==> config.mk <==
export PLATFORM = sky130hd
export DESIGN_NAME = mascota_necesidades_multi
export DESIGN_NICKNAME = d
export VERILOG_FILES = /design/src/rtl/mascota_necesidades_multi.sv
export SDC_FILE = /design/constraint.sdc
export NUM_CORES = 1
export LEC_CHECK = 0
export CAP_MARGIN = 0
export CELL_PAD_IN_SITES_DETAIL_PLACEMENT = 0
export CELL_PAD_IN_SITES_GLOBAL_PLACEMENT = 1
export CORE_ASPECT_RATIO = 1.75
export CORE_MARGIN = 1.5
export CORE_UTILIZATION = 49
export DETAILED_ROUTE_END_ITERATION = 16
export PLACE_DENSITY = 0.88
export SYNTH_ARGS = -nofsm -noshare
export SYNTH_HDL_FRONTEND = slang
export SYNTH_HIERARCHICAL = 1
export SYNTH_SLANG_ARGS = --single-unit
==> constraint.sdc <==
create_clock -name clk -period 8.45 [get_ports clk]
set_input_delay 1.69 -clock clk [delete_from_list [all_inputs] [get_ports clk]]
set_output_delay 1.69 -clock clk [all_outputs]
set_load 0.05 [all_outputs]
==> src/rtl/mascota_necesidades_multi.sv <==
// Pet-state engine: N saturating need levels with prescaled decay, edge-triggered refills and a VIVO/TEST/CRITICO/MUERTO FSM.
// The TEST mode (hold counter, fast divider) is built only when MASCOTA_TEST_MODE_EN is defined.

module mascota_canal #(
    parameter int LVL_W     = 3,
    parameter int LVL_MAX   = 5,
    parameter int STEP      = 2,
    parameter int LVL_ALARM = 1
) (
    input  logic             clk,
    input  logic             rst_n,
    input  logic             tick,
    input  logic             refill,
    output logic [LVL_W-1:0] lvl_nxt,
    output logic [LVL_W-1:0] lvl,
    output logic             alarm
);
    logic [LVL_W:0]   ext_dec;
    logic [LVL_W:0]   ext_add;
    logic [LVL_W-1:0] lvl_d, lvl_q;
    logic             alarm_d, alarm_q;

    // Decrement first, then refill; the extra bit keeps the sum from wrapping before the clamp.
    always_comb begin
        ext_dec = {1'b0, lvl_q};
        if (tick && ext_dec != '0) begin
            ext_dec = ext_dec - 1'b1;
        end
        ext_add = ext_dec;
        if (refill) begin
            ext_add = ext_dec + (LVL_W+1)'(STEP);
        end
        if (ext_add > (LVL_W+1)'(LVL_MAX)) begin
            ext_add = (LVL_W+1)'(LVL_MAX);
        end
        lvl_d   = ext_add[LVL_W-1:0];
        alarm_d = (lvl_d <= LVL_W'(LVL_ALARM));
    end

    always_ff @(posedge clk or negedge rst_n) begin
        if (!rst_n) begin
            lvl_q   <= LVL_W'(LVL_MAX);
            alarm_q <= 1'b0;
        end else begin
            lvl_q   <= lvl_d;
            alarm_q <= alarm_d;
        end
    end

    assign lvl_nxt = lvl_d;
    assign lvl     = lvl_q;
    assign alarm   = alarm_q;
endmodule

module mascota_necesidades_multi #(
    parameter int N_NEEDS    = 3,
    parameter int LVL_W      = 3,
    parameter int LVL_MAX    = 5,
    parameter int STEP       = 2,
    parameter int LVL_ALARM  = 1,
    parameter int TICK_DIV   = 50_000_000,
    parameter int TEST_DIV   = 50_000,
    parameter int HOLD_CYC   = 150_000_000,
    parameter int CRIT_TICKS = 10
) (
    input  logic                     clk,
    input  logic                     reset,
    input  logic [N_NEEDS-1:0]       btn_need,
    input  logic                     btn_test,
    output logic [N_NEEDS*LVL_W-1:0] nivel,
    output logic [1:0]               estado,
    output logic [N_NEEDS-1:0]       alarma,
    output logic                     tick_o
);
    localparam int DIV_MAX = (TICK_DIV > TEST_DIV) ? TICK_DIV : TEST_DIV;
    localparam int PS_W    = $clog2(DIV_MAX + 1);
    localparam int CR_W    = $clog2(CRIT_TICKS + 1);

    typedef enum logic [1:0] {
        VIVO    = 2'b00,
        TEST    = 2'b01,
        CRITICO = 2'b10,
        MUERTO  = 2'b11
    } estado_t;

    estado_t                          state_q, state_d;
    logic [PS_W-1:0]                  cnt_q, cnt_d;
    logic [PS_W-1:0]                  div_m1;
    logic [CR_W-1:0]                  crit_q, crit_d;
    logic [N_NEEDS-1:0]               btn_q, btn_d;
    logic [N_NEEDS-1:0]               refill;
    logic [N_NEEDS-1:0]               zero_nxt;
    logic [N_NEEDS-1:0][LVL_W-1:0]    lvl_nxt;
    logic                             tick;
    logic                             toggle;
    logic                             alive;

    assign alive = (state_q != MUERTO);

`ifdef MASCOTA_TEST_MODE_EN
    localparam int HOLD_W = $clog2(HOLD_CYC + 1);

    logic [HOLD_W-1:0] hold_q, hold_d;
    logic              lock_q, lock_d;

    // After a toggle the counter stays parked until btn_test is released.
    always_comb begin
        hold_d = '0;
        lock_d = 1'b0;
        toggle = 1'b0;
        if (btn_test && alive) begin
            lock_d = lock_q;
            if (!lock_q) begin
                if (hold_q == HOLD_W'(HOLD_CYC - 1)) begin
                    toggle = 1'b1;
                    lock_d = 1'b1;
                end else begin
                    hold_d = hold_q + 1'b1;
                end
            end
        end
    end

    always_ff @(posedge clk or negedge reset) begin
        if (!reset) begin
            hold_q <= '0;
            lock_q <= 1'b0;
        end else begin
            hold_q <= hold_d;
            lock_q <= lock_d;
        end
    end

    assign div_m1 = (state_q == TEST) ? PS_W'(TEST_DIV - 1) : PS_W'(TICK_DIV - 1);
`else
    localparam int hold_cyc_unused = HOLD_CYC;
    logic test_unused;

    assign test_unused = btn_test;
    assign toggle      = 1'b0;
    assign div_m1      = PS_W'(TICK_DIV - 1);
`endif

    always_comb begin
        tick  = alive && (cnt_q >= div_m1);
        cnt_d = cnt_q;
        if (alive) begin
            cnt_d = (tick || toggle) ? '0 : cnt_q + 1'b1;
        end
    end

    always_comb begin
        btn_d  = btn_need;
        refill = btn_need & ~btn_q & {N_NEEDS{alive}};
    end

    for (genvar i = 0; i < N_NEEDS; i++) begin : g_ch
        mascota_canal #(
            .LVL_W    (LVL_W),
            .LVL_MAX  (LVL_MAX),
            .STEP     (STEP),
            .LVL_ALARM(LVL_ALARM)
        ) u_ch (
            .clk    (clk),
            .rst_n  (reset),
            .tick   (tick),
            .refill (refill[i]),
            .lvl_nxt(lvl_nxt[i]),
            .lvl    (nivel[i*LVL_W +: LVL_W]),
            .alarm  (alarma[i])
        );
        assign zero_nxt[i] = (lvl_nxt[i] == '0);
    end

    // Transitions look at next-cycle levels so estado moves on the same edge as nivel.
    always_comb begin
        state_d = state_q;
        crit_d  = '0;
        case (state_q)
            VIVO: begin
                if (toggle) begin
                    state_d = TEST;
                end else if (|zero_nxt) begin
                    state_d = CRITICO;
                end
            end
            TEST: begin
                if (toggle) begin
                    state_d = (|zero_nxt) ? CRITICO : VIVO;
                end
            end
            CRITICO: begin
                if (toggle) begin
                    state_d = TEST;
                end else if (!(|zero_nxt)) begin
                    state_d = VIVO;
                end else if (tick) begin
                    if (crit_q == CR_W'(CRIT_TICKS - 1)) begin
                        state_d = MUERTO;
                    end else begin
                        crit_d = crit_q + 1'b1;
                    end
                end else begin
                    crit_d = crit_q;
                end
            end
            default: state_d = MUERTO;
        endcase
    end

    always_ff @(posedge clk or negedge reset) begin
        if (!reset) begin
            state_q <= VIVO;
            cnt_q   <= '0;
            crit_q  <= '0;
            btn_q   <= '0;
        end else begin
            state_q <= state_d;
            cnt_q   <= cnt_d;
            crit_q  <= crit_d;
            btn_q   <= btn_d;
        end
    end

    assign estado = state_q;
    assign tick_o = tick;
endmodule
Yosys cells after proc, flatten, opt, wreduce, memory -nomap -nowiden

Index checks and enable logic that the tools add are counted.

Flip-flop bits (word level): 47
Input port bits: 6
Output and inout bits: 15
Word-level logic and storage cells: 68

Add/sub/neg operators: 8
Order comparisons: 7
Eq/ne operators: 7
Multiplexer cells: 19
Bitwise gates (word level): 4
Reduce and logical (&&, ||, !) cells: 13

Operator list:

| cell                                                                             | count |
|---|---|
| 4-bit 2-to-1 mux                                                                 | 10 |
| 26-bit by 1-bit adder with 26-bit output, second input constant                  | 1 |
| 26-bit >= comparator, second input constant                                      | 1 |
| 26-bit 2-to-1 mux                                                                | 1 |
| 4-bit by 2-bit adder with 4-bit output, second input constant                    | 3 |
| 4-bit by 3-bit greater-than comparator with 1-bit output, second input constant  | 3 |
| 3-bit by 1-bit subtractor with 4-bit output, second input constant               | 3 |
| 3-bit by 1-bit less-or-equal comparator with 1-bit output, second input constant | 3 |
| 3-bit zero test                                                                  | 3 |
| 3-bit 2-to-1 mux                                                                 | 3 |
| 3-bit nonzero test                                                               | 3 |
| 2-bit 2-to-1 mux                                                                 | 4 |
| 3-bit bitwise AND                                                                | 2 |
| 2-bit case mux with 3 select lines                                               | 1 |
| 4-bit by 1-bit adder with 4-bit output, second input constant                    | 1 |
| 4-bit == test, second input constant                                             | 1 |
| 1-bit logical AND                                                                | 4 |
| 2-bit != test, second input constant                                             | 2 |
| 4-bit AND reduction                                                              | 1 |
| 3-bit by 2-bit != test with 1-bit output, second input constant                  | 1 |
| 3-bit != test, second input constant                                             | 1 |
| 3-bit inverter                                                                   | 1 |
| 3-bit OR reduction                                                               | 1 |
| 2-bit by 1-bit == test with 1-bit output, second input constant                  | 1 |
| 3 further kinds                                                                  | 3 |

Depth between registers and ports, before layout

Gate-level depths: netlist of run 1.

Depth in word-level cells: 12
Gate-level depth with buffers: 19
Depth with buffers taken out: 18

Modules after synthesis

The synthesis of run 1 kept the hierarchy.

By module, submodules not included:

| module                    | times used | cells an instance | area each (um^2) | seq. area each (um^2) |
|---|---|---|---|---|
| mascota_necesidades_multi | 1          | 191               | 1845.5           | 875.8 |
| mascota_canal             | 3          | 32                | 305.3            | 102.6 |

Worst setup path after synthesis of run 1

No wires, ideal clock.

Path kind: register -> register
From: register cnt_q[0]
To: register crit_q[3]
Setup time: 94 ps
Data arrival time: 3549 ps
Data required time: 8356 ps
Slack: 4807 ps
Stages on the path, launching flop included: 19
Buffers on the path: 1
Clock period less this slack: 3643 ps
Cells stage by stage: dfrtp_1 > ha_1 > nand3_1 > o21ai_1 > nand4_1 > a21oi_2 > buf_4 > nand2_1 > mux2i_1 > inv_1 > ha_1 > nor3b_1 > mux2i_1 > and2_1 > nor3_1 > nor3_1 > nor3_1 > inv_1 > a211oi_1

RTL lines:

| element                  | line | RTL |
|---|---|---|
| start: declaration       | 87   | `logic [PS_W-1:0] cnt_q, cnt_d;` |
| start signal: assignment | 219  | `cnt_q <= cnt_d;` |
| end signal: assignment   | 220  | `crit_q <= crit_d;` |
| end: declaration         | 89   | `logic [CR_W-1:0] crit_q, crit_d;` |

Worst setup path in the final report of run 1

From: register cnt_q[0]
To: output tick_o

Longest elaborated chain between the ends: 2

RTL lines:

| element              | line | RTL |
|---|---|---|
| 26-bit >= comparator | 145  | `tick = alive && (cnt_q >= div_m1);` |
| 1-bit logical AND    | 145  |  |
| end: declaration     | 73   | `output logic tick_o` |

Every way passes these cells.

==> results of run 1 <==
[per-stage QoR]
step             util  power (uW)  hold WS (ps)  std cells  setup WS (ps)
3_3_place_gp   0.5494       405.1         515.4        379           3752
5_1_grt        0.5676       577.6         578.6        387           3128
6_report       0.5676       552.6         532.8        387           3445
3_5_place_dp   0.5494       408.0         522.0        379           3741
4_1_cts        0.5676       559.9         536.8        387           3412
2_1_floorplan       -       363.7         492.2        287           4807
[area by class of cell]
cell class	count	area [um^2]
Timing Repair Buffer	20	192.7
Inverter	14	52.55
Clock buffer	8	100.1
Sequential cell	47	1184
Tap cell	76	95.09
Fill cell	500	2376
Multi-Input combinational cell	222	1495
[sequential cells by signal (all words and copies together) (netlist names)]
register and count:
g_ch.u_ch/lvl 9, g_ch.u_ch/alarm 3, btn_q 3, estado 2, crit_q 4, cnt_q 26
[routing by layer]
metal  track usage  wire length (um)
met5             0                 0
met1        0.2299              2324
met4       0.09573               124
met3       0.02911                93
met2        0.3545              2982
[synthesized netlist by cell type (4+ instances only)]
cell type / n
or3_1: 4
mux2i_1: 14
a21oi_1: 6
ha_1: 12
xor2_1: 15
nand2b_1: 4
xnor2_1: 6
and3_1: 4
nand2_1: 26
nand4_1: 15
inv_1: 14
nor3b_1: 7
o21ai_1: 8
dfstp_2: 6
o21ai_0: 6
nor3_1: 7
dfrtp_1: 41
nand3_1: 14
and2_1: 5
nand3b_1: 4
nor2_1: 29
[worst max-delay path: cells and delay by family, from the launching register on]
kind	cells	cell delay, ps
fa+ha+maj	1	220
compound gates	2	640
buf+inv	2	1240
simple gates	2	480
flops	1	410
[cell families after synthesis]
group / after synthesis / share of synthesized area
AOI/OAI and AO/OA: 36 / 0.08655
xor gates and xnor gates: 21 / 0.06661
adders and majority gates: 12 / 0.05437
buffers and inverters: 18 / 0.02990
DFF: 47 / 0.4286
muxes: 14 / 0.05075
and+or+nand+nor: 139 / 0.2832
[worst paths after layout]
path / startpoint / end / slack (ps)
worst max-delay path: cnt_q[0] / tick_o / 3450
worst min-delay path: cnt_q[0] / cnt_q[0] / 530
worst max register to register: cnt_q[0] / crit_q[3] / 3840
worst min register to register: cnt_q[0] / cnt_q[0] / 530
max in group asynchronous: reset / g_ch[0].u_ch/alarm / 6230
min in group asynchronous: reset / cnt_q[24] / 1580
[layout by cell type, fill, tap and decap left out, drive strengths merged, types with 12 or more instances in the layout]
master / n
dfrtp: 41
nor2: 29
nand2: 26
clkdlybuf4s50: 18
nand3: 16
nand4: 15
xor2: 15
inv: 14
mux2i: 14
o21ai: 14
ha: 12
[power groups by stage]
stage               combinational, uW  clock (uW)  sequential [uW]
global placement                  147           0              258
detailed placement                150           0              258
finish                            149         150              254
global route                      161         161              255
floorplan                        60.9           0              303
CTS                               150         156              254
==> results.yml, run 1 <==
job:
  maxCapViolations: 0
setup_path:
  slowest_stage: "clkdlybuf4s50_1"
  end_kind: "output pin"
  slowest_delay_ps: 860
  path_cells: "ha_1 -> nand3_1 -> o21ai_1 -> nand4_1 -> a21oi_2 -> buf_4 -> clkdlybuf4s50_1"
  worstSetupPathType: "register to output pin"
  crit_fanout: 30
  crit_required_ps: 6760
  cp.arrival_ps: 3310
  startpoint_type: "register"
  r2r_cells: 18
timing:
  fin_crit_sh: 0.5922
  worst_pin_slew_ps: 1054
  timing.fmax_ghz: 0.1998
  finClkSkew_ps: 8.664
  hold_viol: 0
  setup_viol: 0
  relSlewSlack: 0.2970
  final.setup.tns_ps: 0
  final_max_slew_viol_count: 0
  min_period_ps: 5005
  rsz0062_at_grt: "no"
floorplan:
  core-area_um2: 5495
  dieArea_um2: 6112
  start_util: 0.5025
  rows: 36
  ios: 21
  die_x_um: 59.75
  dieHeight_um: 102.3
run_status:
  outcome: "finished clean"
layout:
  antenna_cells: 0
  final_area_um2: 3119
  layout-drive-gt1-share: 0.1061
  synthToLayoutAreaGrowth_pct: 12.96
  num-nets-final: 328
grt:
  antenna_found_initial: 0
  grt_pass1_vias: 2132
  grt_start_max_net_pins: 48
  overflow: 0
  grt_usage: 0.2008
  grt_pass1_wl_um: 9439
drt:
  post_drt_wl_per_cell_um: 14.28
  vias: 2159
  drt_iter0_markers: 62
  finalWirelength_um: 5525
  antenna_left: 0
  drtPass1Iterations: 6
  drc: 0
  avgViaCountPerCell: 5.579
yosys:
  syn_area_um2: 2761
  ys.flop_type: "dfrtp_1"
  ys_warn_count: 6
  synth_cell_types: 45
  synth_nets: 305
  ys_seq_area_frac: 0.4286
  syn_area_per_cell_um2: 9.622
  synth_cells: 287
  synth-seq-cells: 47
  async_flop_share: 1.000
  synth_edf_count: 0
  ys_top_cells_by_area: "dfrtp_1 (37%), dfstp_2 (5.7%), ha_1 (5.4%)"
  yosys.area.top_type: "dfrtp_1"
  synth_top_area_frac: 0.3715
worst_hold_path:
  hold_class: "register to register"
  hold_depth: 1
power_and_ir_drop:
  switching_share: 0.3229
  power_density_nw_per_um2: 177.1
  leakage_uw: 0.001305
  clockPowerShare: 0.271
  p_sw_uw: 178.4
  pwr-share-seq: 0.459
  ir_worst_vdd_v: 0.0001565
  combPwrFrac: 0.270
  internal-power_uw: 374.1
clocking:
  cts.sinks: 47
  hold_buffers: 0
  clock_latency_ps: 300
  cts_root_buffer: "clkbuf_8"
  cts_tree: "built"
  numCtsBuffers: 5
  clockBufferDepth: 2
  clk_pin_slew_ps: 80
  cts_resized: 0
  postCtsSetupBuffers: 0
  htreeDepth: 2
placement:
  post-dp-hpwl_um: 3950
  io_buffers: 19
  gp_congestion: 0.7685
  dpl_cell_area_um2: 3019
Note: power is estimated with default switching activity, not from simulation.
==> inputs of run 2 (changes only) <==
CORE_UTILIZATION = 45   (was 49)
PLACE_DENSITY = 0.82   (was 0.88)
clock period = 5.1 ns   (was 8.45 ns; I/O delays follow)
==> results.yml, run 2 (synthesis results as in run 1) <==
setup_path:
  cp.arrival_ps: 4640
  slowest_stage: "dfrtp_1"
  crit_fanout: 38
  worstSetupPathType: "register to register"
  path_cells: "ha_1 -> nand3_1 -> o21ai_1 -> nand4_1 -> a21oi_2 -> buf_4 -> nand2_1 -> mux2i_1 -> inv_1 -> ha_1 -> nor3b_1 -> mux2i_1 -> and2_1 -> nor3_1 -> nor3_1 -> nor3_1 -> inv_1 -> a211oi_1"
  crit_required_ps: 5310
  crit_family: "simple AND/OR/NAND/NOR gates"
  end_kind: "register"
  startpoint_type: "register"
  path_buf_inv: 3
  cpMostUsedCell: "nor3_1"
  slowest_delay_ps: 430
drt:
  antenna_left: 0
  drt_iter0_markers: 56
  drtPass1Iterations: 4
  avgViaCountPerCell: 5.532
  post_drt_wl_per_cell_um: 14.43
  vias: 2152
  finalWirelength_um: 5612
  drc: 0
grt:
  overflow: 0
  antenna_found_initial: 0
  grt_usage: 0.1863
  grt_pass1_vias: 2206
  grt_start_max_net_pins: 48
  grt_pass1_wl_um: 9942
layout:
  final_area_um2: 3139
  final_common_cell: "dfrtp_1"
  multiInputGateArea_um2: 1495
  num-nets-final: 328
  top_register: "cnt_q"
  largest_reg_flops: 26
  stdcell_count: 389
  layout-drive-gt1-share: 0.1093
  register_area_um2: 1184
  antenna_cells: 0
  fillers: 600
  synthToLayoutAreaGrowth_pct: 13.68
  most-common-layout-cells: "dfrtp_1 (41), nor2_1 (29), nand2_1 (26)"
clocking:
  clock_latency_ps: 300
  numCtsBuffers: 5
  htreeDepth: 2
  hold_buffers: 0
  cts.sinks: 47
  cts_resized: 0
  cts_tree: "built"
  postCtsSetupBuffers: 0
  clockBufferDepth: 2
  cts_root_buffer: "clkbuf_8"
  clk_pin_slew_ps: 90
timing:
  finClkSkew_ps: 7.076
  setup_viol: 0
  final.setup.tns_ps: 0
  rsz0062_at_grt: "no"
  final_max_slew_viol_count: 0
  timing.fmax_ghz: 0.2260
  relSlewSlack: 0.2952
  hold_viol: 0
  min_period_ps: 4425
  worst_pin_slew_ps: 1057
  fin_crit_sh: 0.8676
run_status:
  outcome: "finished clean"
placement:
  dpl_cell_area_um2: 3022
  io_buffers: 19
  dp_cells: 381
  post-dp-hpwl_um: 4009
  gp_congestion: 0.7790
floorplan:
  start_util: 0.4697
  dieArea_um2: 6634
  rows: 37
  ios: 21
  dieHeight_um: 106.6
  die_x_um: 62.22
  core-area_um2: 5879
power_and_ir_drop:
  leakage_uw: 0.001315
  power_density_nw_per_um2: 303.9
  ir_worst_vdd_v: 0.0002507
worst_hold_path:
  hold_class: "register to register"
job:
  maxCapViolations: 0
[run 2: worst register-to-register path, stage by stage, from the launching register on]
cell      delay, ps
dfrtp_1         430
ha_1            240
nand3_1         140
o21ai_1         190
nand4_1         340
a21oi_2         240
buf_4           380
nand2_1         130
mux2i_1         230
inv_1            90
ha_1            310
nor3b_1         190
mux2i_1         120
and2_1          170
nor3_1          220
nor3_1          150
nor3_1          380
inv_1           170
a211oi_1        190
[run 2: path summary, 6_finish.rpt]
kind / start / end / slack (ps) / cells past startpoint
worst max-delay path: cnt_q[0] / crit_q[3] / 680 / 18
worst min-delay path: cnt_q[0] / cnt_q[0] / 550 / 1
worst max register to register: cnt_q[0] / crit_q[3] / 680 / 18
worst min register to register: cnt_q[0] / cnt_q[0] / 550 / 1
max in group asynchronous: reset / btn_q[0] / 3550 / 1
min in group asynchronous: reset / cnt_q[24] / 900 / 1
[run 2: final cells by class]
| type | instances | area share |
|---|---|---|
| repair buffers | 20 | 0.06138 |
| clock inverters | 2 | 0.01116 |
| multi-input cells | 222 | 0.4763 |
| flip-flops and latches | 47 | 0.3770 |
| inverters | 14 | 0.01674 |
| well taps | 78 | 0.03109 |
| clock buffers | 6 | 0.02631 |
[run 2: per-stage QoR]
stage,power [uW],util,worst slack [ps],hold slack (ps)
4_1_cts,965.2,0.5339,632.1,553.5
3_3_place_gp,673.2,0.5139,812.8,526.9
2_1_floorplan,602.6,-,1457,492.2
5_1_grt,995.4,0.5339,180.4,589.7
3_5_place_dp,678.1,0.5139,661.1,533.1
6_report,954.2,0.5339,675.2,550.8
[run 2: where the power goes]
| part | internal [uW] | total (uW) | switching, uW |
|---|---|---|---|
| sequential | 402 | 420 | 17.4 |
| combinational | 94.1 | 249 | 155 |
| clock | 159 | 285 | 127 |
[run 2: routing by layer]
layer  track usage  vias to the layer above  share of wire
li1              -                     1063              -
met1        0.2063                     1052           0.42
met2        0.3579                       30           0.54
met3       0.02623                        7          0.022
met4       0.06667                        0          0.015
met5             0                        -              0
==> inputs of run 3 (changes only) <==
==> constraint.sdc (replaced) <==
create_clock -name clk -period 5.1 [get_ports clk]
set_input_delay 1.53 -clock clk [delete_from_list [all_inputs] [get_ports clk]]
set_output_delay 1.53 -clock clk [all_outputs]
set_load 0.05 [all_outputs]
==> results.yml, run 3 (synthesis results as in run 1) <==
run_status:
  outcome: "finished clean"
timing:
  setup_viol: 0
  min_period_ps: 4476
  fin_crit_sh: 0.8776
  relSlewSlack: 0.2991
  final_max_slew_viol_count: 0
  timing.fmax_ghz: 0.2234
  worst_pin_slew_ps: 1051
  final.setup.tns_ps: 0
  finClkSkew_ps: 5.493
  hold_viol: 0
  rsz0062_at_grt: "no"
drt:
  drtPass1Iterations: 4
  finalWirelength_um: 5513
  vias: 2145
  drc: 0
  drt_iter0_markers: 72
  post_drt_wl_per_cell_um: 14.06
  antenna_left: 0
  avgViaCountPerCell: 5.472
clocking:
  clockBufferDepth: 2
  clock_latency_ps: 300
  cts_resized: 0
  numCtsBuffers: 5
  htreeDepth: 2
  postCtsSetupBuffers: 0
  clk_pin_slew_ps: 90
  cts.sinks: 47
  cts_root_buffer: "clkbuf_8"
  cts_tree: "built"
  hold_buffers: 0
floorplan:
  dieHeight_um: 106.6
  start_util: 0.4697
  die_x_um: 62.22
  rows: 37
  core-area_um2: 5879
  dieArea_um2: 6634
  ios: 21
layout:
  largest_reg_flops: 26
  layout-drive-gt1-share: 0.1210
  top_register: "cnt_q"
  antenna_cells: 0
  num-nets-final: 331
  final_common_cell: "dfrtp_1"
  synthToLayoutAreaGrowth_pct: 14.41
  most-common-layout-cells: "dfrtp_1 (41), nor2_1 (29), nand2_1 (26)"
  fillers: 586
  final_util: 0.5373
setup_path:
  crit_required_ps: 5310
  worstSetupPathType: "register to register"
  startpoint_type: "register"
  cp.arrival_ps: 4690
  crit_fanout: 16
  end_kind: "register"
placement:
  gp_congestion: 0.8094
  post-dp-hpwl_um: 4077
  io_buffers: 19
worst_hold_path:
  hold_class: "register to register"
grt:
  overflow: 0
  grt_usage: 0.1835
  grt_pass1_vias: 2157
  grt_start_max_net_pins: 48
  antenna_found_initial: 0
  grt_pass1_wl_um: 9763
power_and_ir_drop:
  ir_worst_vdd_v: 0.0001967
  leakage_uw: 0.001334
  power_density_nw_per_um2: 301.0
  power_uw: 951.1
job:
  maxCapViolations: 0
-- run 3: cell count changes in the layout (fill, tap and decap cells not counted) --
cell	change
clkdlybuf4s50_1	-1
buf_4	+4
-- run 3: path summary, 6_finish.rpt --
path,from,to,slack [ps],depth (start not counted)
min,crit_q[3],crit_q[3],550,2
max,cnt_q[0],crit_q[3],620,17
max in group asynchronous,reset,cnt_q[4],3030,1
max reg2reg,cnt_q[0],crit_q[3],620,17
min in group asynchronous,reset,cnt_q[18],1410,1
min reg2reg,crit_q[3],crit_q[3],550,2
-- run 3: worst max-delay path, stage by stage, from the launching register on --
cell and delay, ps:
dfrtp_1 430, ha_1 230, nand3_1 150, o21ai_1 180, nand4_1 340, a21oi_2 740, nand2_1 140, mux2i_1 230
inv_1 90, ha_1 310, nor3b_1 190, mux2i_1 120, and2_1 160, nor3_1 210, nor3_1 150, nor3_1 350
inv_1 150, a211oi_1 190
-- run 3: area by class of cell --
type | instances | area, um^2 | share of cell area
clock inverters | 2 | 35.03 | 0.01109
flip-flops and latches | 47 | 1184 | 0.3747
repair buffers | 23 | 212.7 | 0.06733
inverters | 14 | 52.55 | 0.01663
multi-input cells | 222 | 1495 | 0.4733
clock buffers | 6 | 82.58 | 0.02614
well taps | 78 | 97.59 | 0.03089
-- run 3: power by group --
part	switching [uW]	internal [uW]	leakage (uW)
registers	17.7	402	0.000612
logic	154	93.8	0.000660
clock network	125	159	0.0000612
total	296	655	0.00133
-- run 3: through the flow --
stage                     worst slack [ps]  cell area (um^2)  cells  hold WS [ps]
after floorplan                       1457              2761    287         492.2
after global placement               661.8              3042    384         521.6
after detailed placement             562.4              3042    384         535.1
after CTS                            515.4              3159    392         548.1
after global routing                 47.68              3159    392         594.1
final                                624.2              3159    392         549.4
-- run 3: per-layer routing --
layer	vias up	routed length [um]	GRT usage
met5	-	0	0
met1	1046	2305	0.2041
met4	0	104	0.07937
met3	7	103	0.02413
met2	21	2999	0.3463
li1	1071	-	-
